--- src/rtl/multicycle_control.sv ---
// Multicycle datapath controller: Moore FSM with registered strobes, decoded from the next state.
// Only IRWrite/PCWrite in FETCH are gated combinationally by mem_ready.
module multicycle_control (
    input  logic       clk,
    input  logic       reset,
    input  logic [5:0] opcode,
    input  logic       mem_ready,
    output logic [1:0] OpALU,
    output logic       PCWrite,
    output logic       PCWriteCond,
    output logic       IorD,
    output logic       MemRead,
    output logic       MemWrite,
    output logic       IRWrite,
    output logic       MemtoReg,
    output logic       RegDst,
    output logic       RegWrite,
    output logic       ALUSrcA,
    output logic [1:0] ALUSrcB,
    output logic [1:0] PCSource,
    output logic [3:0] state,
    output logic       illegal
);

    typedef enum logic [3:0] {
        Fetch  = 4'd0,
        Decode = 4'd1,
        MemAdr = 4'd2,
        MemRd  = 4'd3,
        MemWb  = 4'd4,
        MemWr  = 4'd5,
        Exec   = 4'd6,
        AluWb  = 4'd7,
        Branch = 4'd8,
        AddiEx = 4'd9,
        AddiWb = 4'd10,
        Jump   = 4'd11
    } stateT;

    localparam logic [5:0] OpRType = 6'b000000;
    localparam logic [5:0] OpLw    = 6'b100011;
    localparam logic [5:0] OpSw    = 6'b101011;
    localparam logic [5:0] OpBeq   = 6'b000100;
    localparam logic [5:0] OpAddi  = 6'b001000;
    localparam logic [5:0] OpJ     = 6'b000010;

    stateT      stateQ, stateD;
    logic [5:0] opcodeQ;
    logic       activeQ;
    logic       illegalD, illegalQ;

    logic [1:0] opAluD, opAluQ, aluSrcBD, aluSrcBQ, pcSourceD, pcSourceQ;
    logic       jumpWriteD, jumpWriteQ, pcWriteCondD, pcWriteCondQ, iorDD, iorDQ;
    logic       memReadD, memReadQ, memWriteD, memWriteQ, memtoRegD, memtoRegQ;
    logic       regDstD, regDstQ, regWriteD, regWriteQ, aluSrcAD, aluSrcAQ;
    logic       fetchD, fetchQ;

    always_comb begin : nextStateLogic
        stateD   = stateQ;
        illegalD = 1'b0;
        if (!activeQ) begin
            // First edge after reset release only arms the controller in FETCH.
            stateD = Fetch;
        end else begin
            case (stateQ)
                Fetch:  if (mem_ready) stateD = Decode;
                Decode: begin
                    case (opcode)
                        OpRType:     stateD = Exec;
                        OpLw, OpSw:  stateD = MemAdr;
                        OpBeq:       stateD = Branch;
                        OpAddi:      stateD = AddiEx;
                        OpJ:         stateD = Jump;
                        default: begin
                            stateD   = Fetch;
                            illegalD = 1'b1;
                        end
                    endcase
                end
                MemAdr: stateD = (opcodeQ == OpLw) ? MemRd : MemWr;
                MemRd:  if (mem_ready) stateD = MemWb;
                MemWr:  if (mem_ready) stateD = Fetch;
                Exec:   stateD = AluWb;
                AddiEx: stateD = AddiWb;
                MemWb, AluWb, AddiWb, Branch, Jump: stateD = Fetch;
                default: stateD = Fetch;
            endcase
        end
    end

    always_comb begin : outputDecode
        opAluD       = 2'b00;
        aluSrcBD     = 2'b00;
        pcSourceD    = 2'b00;
        jumpWriteD   = 1'b0;
        pcWriteCondD = 1'b0;
        iorDD        = 1'b0;
        memReadD     = 1'b0;
        memWriteD    = 1'b0;
        memtoRegD    = 1'b0;
        regDstD      = 1'b0;
        regWriteD    = 1'b0;
        aluSrcAD     = 1'b0;
        fetchD       = 1'b0;
        case (stateD)
            Fetch: begin
                memReadD = 1'b1;
                aluSrcBD = 2'b01;
                fetchD   = 1'b1;
            end
            Decode: aluSrcBD = 2'b11;
            MemAdr, AddiEx: begin
                aluSrcAD = 1'b1;
                aluSrcBD = 2'b10;
            end
            MemRd: begin
                memReadD = 1'b1;
                iorDD    = 1'b1;
            end
            MemWb: begin
                regWriteD = 1'b1;
                memtoRegD = 1'b1;
            end
            MemWr: begin
                memWriteD = 1'b1;
                iorDD     = 1'b1;
            end
            Exec: begin
                aluSrcAD = 1'b1;
                opAluD   = 2'b10;
            end
            AluWb: begin
                regWriteD = 1'b1;
                regDstD   = 1'b1;
            end
            Branch: begin
                aluSrcAD     = 1'b1;
                opAluD       = 2'b01;
                pcWriteCondD = 1'b1;
                pcSourceD    = 2'b01;
            end
            AddiWb: regWriteD = 1'b1;
            Jump: begin
                jumpWriteD = 1'b1;
                pcSourceD  = 2'b10;
            end
            default: ;
        endcase
    end

    always_ff @(posedge clk or posedge reset) begin
        if (reset) begin
            stateQ       <= Fetch;
            activeQ      <= 1'b0;
            opcodeQ      <= 6'b000000;
            illegalQ     <= 1'b0;
            opAluQ       <= 2'b00;
            aluSrcBQ     <= 2'b00;
            pcSourceQ    <= 2'b00;
            jumpWriteQ   <= 1'b0;
            pcWriteCondQ <= 1'b0;
            iorDQ        <= 1'b0;
            memReadQ     <= 1'b0;
            memWriteQ    <= 1'b0;
            memtoRegQ    <= 1'b0;
            regDstQ      <= 1'b0;
            regWriteQ    <= 1'b0;
            aluSrcAQ     <= 1'b0;
            fetchQ       <= 1'b0;
        end else begin
            stateQ       <= stateD;
            activeQ      <= 1'b1;
            if (activeQ && stateQ == Decode) opcodeQ <= opcode;
            illegalQ     <= illegalD;
            opAluQ       <= opAluD;
            aluSrcBQ     <= aluSrcBD;
            pcSourceQ    <= pcSourceD;
            jumpWriteQ   <= jumpWriteD;
            pcWriteCondQ <= pcWriteCondD;
            iorDQ        <= iorDD;
            memReadQ     <= memReadD;
            memWriteQ    <= memWriteD;
            memtoRegQ    <= memtoRegD;
            regDstQ      <= regDstD;
            regWriteQ    <= regWriteD;
            aluSrcAQ     <= aluSrcAD;
            fetchQ       <= fetchD;
        end
    end

    assign state       = stateQ;
    assign illegal     = illegalQ;
    assign OpALU       = opAluQ;
    assign ALUSrcB     = aluSrcBQ;
    assign PCSource    = pcSourceQ;
    assign PCWriteCond = pcWriteCondQ;
    assign IorD        = iorDQ;
    assign MemRead     = memReadQ;
    assign MemWrite    = memWriteQ;
    assign MemtoReg    = memtoRegQ;
    assign RegDst      = regDstQ;
    assign RegWrite    = regWriteQ;
    assign ALUSrcA     = aluSrcAQ;
    assign IRWrite     = fetchQ & mem_ready;
    assign PCWrite     = jumpWriteQ | (fetchQ & mem_ready);

endmodule

--- config.mk ---
export PLATFORM = sky130hd
export DESIGN_NAME = multicycle_control
export DESIGN_NICKNAME = d
export VERILOG_FILES = /design/src/rtl/multicycle_control.sv
export SDC_FILE = /design/constraint.sdc
export NUM_CORES = 1
export LEC_CHECK = 0
export BUFFER_PORTS_ARGS = -buffer_cell sky130_fd_sc_hd__buf_2
export CAP_MARGIN = 30
export CORE_MARGIN = 8
export CORE_UTILIZATION = 50
export CTS_CLUSTER_DIAMETER = 80
export DETAILED_ROUTE_END_ITERATION = 8
export PLACE_DENSITY = 0.77
export SLEW_MARGIN = 30
export SYNTH_ARGS = -nofsm -noshare
export SYNTH_HDL_FRONTEND = slang
export SYNTH_SLANG_ARGS = --single-unit
--- constraint.sdc ---
create_clock -name clk -period 2.55 [get_ports clk]
set_clock_uncertainty 0.2 [all_clocks]
set_input_delay 0.255 -clock clk [delete_from_list [all_inputs] [get_ports clk]]
set_output_delay 0.255 -clock clk [all_outputs]
set_load 0.005 [all_outputs]
==> reports/metrics.yaml <==
synth:
  synth.net_count: 138
  ys_async_sr_fraction: 1.00
  ys_top_cells_by_area: "dfrtp_1 48%, mux2_2 4.9%, nor3_1 2.9%"
  synth_top_family_by_area: "simple AND/OR/NAND/NOR gates"
  synth-edff-count: 0
  synth_fa_ha_area_frac: 0.00732
  avgSynthCellArea_sq_um: 10.6
  mappedNetlistArea_sq_um: 1370
  synth_top_area_share: 0.476
  ys_ff_latch: 26
  synth-seq-area-share: 0.476
  synthMuxAreaShare: 0.0494
  synth_xor_area_frac: 0.0192
  synth-compound-area-share: 0.130
  netlist-cell-type-count: 47
  yosysTopAreaCell: "dfrtp_1"
  synthSimpleGateAreaFrac: 0.242
  yosys_most_used_dff: "dfrtp_1"
  synth_cells: 129
  synth_warnings: 0
detailed_routing:
  final_antenna_net_count: 0
  drc: 0
  vias: 1031
  drt_iter0_markers: 38
  firstDrtPassIters: 4
  wire_per_inst_um: 15.0
  viasPerCell: 5.63
  drt-total-wl_mm: 2.74
power_and_ir_drop:
  p_leak_nw: 0.728
  power.total_w: 0.000841
  ir_drop_mv: 0.391
  p_per_area_nw_per_um2: 548
clock_tree:
  cts.sinks: 26
  cts_buffers: 3
  cts.path.max_buffers: 2
  insertion_delay_ns: 0.31
  clock-root-buffer: "clkbuf_4"
  h-tree-depth: 1
  cts_tree: "done"
  worst_setup_hold_path_clk_slew_ns: 0.13
global_routing:
  grt_pass1_wl_mm: 4.58
  antenna_found_initial: 0
  grt.total_usage: 0.127
  overflow: 0
  grt_max_degree: 27
  grt_pass1_vias: 1003
floorplan:
  fp.dieW_um: 68.3
  core_sq_um: 2690
  ioPinCount: 30
  die_h_um: 68.3
  start_util: 0.509
  rows: 19
  dieArea_sq_um: 4660
critical_path:
  cp-end-kind: "flop"
  worstPathArrival_ns: 2.28
  worst-endpoint-required_ns: 2.60
  worst_r2r_path_depth: 5
  crit_fanout: 15
  critPathKind: "reg -> reg"
  start_kind: "flop"
hold_path:
  hp-class: "in -> reg"
  hold_depth: 2
layout:
  diodes: 0
  nFillCells: 233
  layout.nets: 162
  drive_gt1_frac: 0.309
  area_growth_pct: 12.3
sta:
  post-route-period-util: 0.872
  fmax_mhz: 450
  tns_ns: 0
  final_hold_viol_count: 0
  min_period_ns: 2.22
  slew_headroom: 0.491
  holdWs_ns: 0.0155
  setup_viol: 0
  timing.final.ws_setup_ns: 0.327
  tightest_slew_ns: 0.759
  grt_setup_unrepaired: "no"
  finalMaxSlewViolations: 0
job:
  cap_violations: 0
placed_design:
  dp_hpwl_mm: 2.08
  pre_cts_ws_ns: 0.364
  portBuffers: 29
  gp_congestion: 0.829
status:
  status: "completed"
## synthesized netlist by cell type, types with 2 or more instances
master / instances
and2_1: 3
o21a_1: 4
nand2b_1: 2
clkbuf_1: 2
nor3b_1: 4
o21ai_0: 4
buf_2: 3
inv_1: 6
xnor2_1: 2
a21oi_1: 4
or4b_1: 2
nor2b_1: 4
nor3_1: 8
nor4b_1: 2
dfrtp_1: 26
o211ai_1: 2
buf_4: 3
nor2_1: 4
o21ai_1: 2
or3b_1: 2
buf_6: 3
nand3_1: 4
nand2_1: 3
mux2_2: 6
nand4_1: 2
## through the flow
step           utilization  area (sq um)  cells
2_1_floorplan            -          1370    129
3_3_place_gp         0.548          1470    178
3_5_place_dp         0.548          1470    178
4_1_cts              0.571          1540    183
5_1_grt              0.571          1540    183
6_report             0.571          1540    183
## worst paths after layout
| check | startpoint | slack [ns] | end |
|---|---|---|---|
| worst max register to register | state[0]$_DFF_PP0_ | 0.33 | ALUSrcA$_DFF_PP0_ |
| worst min register to register | opcodeQ[5]$_DFFE_PP0P_ | 0.33 | opcodeQ[5]$_DFFE_PP0P_ |
| min in group asynchronous | reset | 0.31 | MemRead$_DFF_PP0_ |
| worst min-delay path | opcode[4] | 0.02 | illegal$_DFF_PP0_ |
| max in group asynchronous | reset | 1.50 | IorD$_DFF_PP0_ |
| worst max-delay path | state[0]$_DFF_PP0_ | 0.33 | ALUSrcA$_DFF_PP0_ |
## state kept, by name, summed over array words and instances, names as in the netlist
register	cells
RegWrite	1
MemRead	1
PCSource	1
PCWriteCond	1
jumpWriteQ	1
MemtoReg	1
ALUSrcA	1
opcodeQ	6
IorD	1
ALUSrcB	2
MemWrite	1
fetchQ	1
illegal	1
RegDst	1
OpALU	1
state	4
activeQ	1
## metal layers
| metal | GRT usage | wire, um |
|---|---|---|
| met5 | 0 | 0 |
| met4 | 0.0384 | 33 |
| met3 | 0.0295 | 160 |
| met2 | 0.219 | 1360 |
| met1 | 0.154 | 1190 |
## placed cells by master (no fill, tap or decap), types with 2 or more instances in the layout
cell	count
inv_1	5
and2_1	3
o21a_1	4
nand2b_1	2
nor2_1	4
or3b_1	2
buf_2	29
mux2_2	6
o211ai_1	2
xnor2_1	2
nor3b_1	4
o21ai_0	4
nor4b_1	2
clkbuf_4	3
nand4_1	2
nand3_1	4
nor3_1	8
o21ai_1	2
nor2b_1	4
or4b_1	2
dfrtp_1	26
a21oi_1	4
nand2_1	3
## power by group
group	switching [W]	internal [W]	leakage (nW)
Clock	0.000114	0.000159	0.0279
Combinational	0.0000547	0.0000522	0.367
Sequential	0.0000196	0.000441	0.333
Total	0.000189	0.000653	0.728
## logic make-up (layout without fill, tap and decap cells)
family	Yosys count	in the layout
other	1	1
buffers and inverters	17	40
flip-flops	26	26
multiplexers	6	6
AO/OA/AOI/OAI	25	25
AND/OR/NAND/NOR	50	50
adder cells (fa/ha/maj)	1	1
XOR/XNOR	3	3
## critical path, cell delays in order, from the launching register on
cell     delay [ns]
dfrtp_1        0.53
or2b_1         0.29
a21oi_1        0.15
o21ai_1        0.29
or4b_1         0.61
o21ai_1        0.09
## timing repair
| action | CTS | global route |
|---|---|---|
| resized for setup | 0 | 0 |
| hold buffers | 1 | 0 |
| buffers inserted | 0 | 0 |
| endpoints found under the hold margin | 26 | 0 |
## final cells by class
class	count	area (sq um)	share of cell area
tap	31	38.8	0.0253
clock buffer	3	22.5	0.0147
clock inverter	1	30.0	0.0196
multi-input combinational	86	616	0.401
sequential	26	651	0.424
timing repair buffer	30	155	0.101
inverter	6	22.5	0.0147
Power figures use the tool's default switching activity.
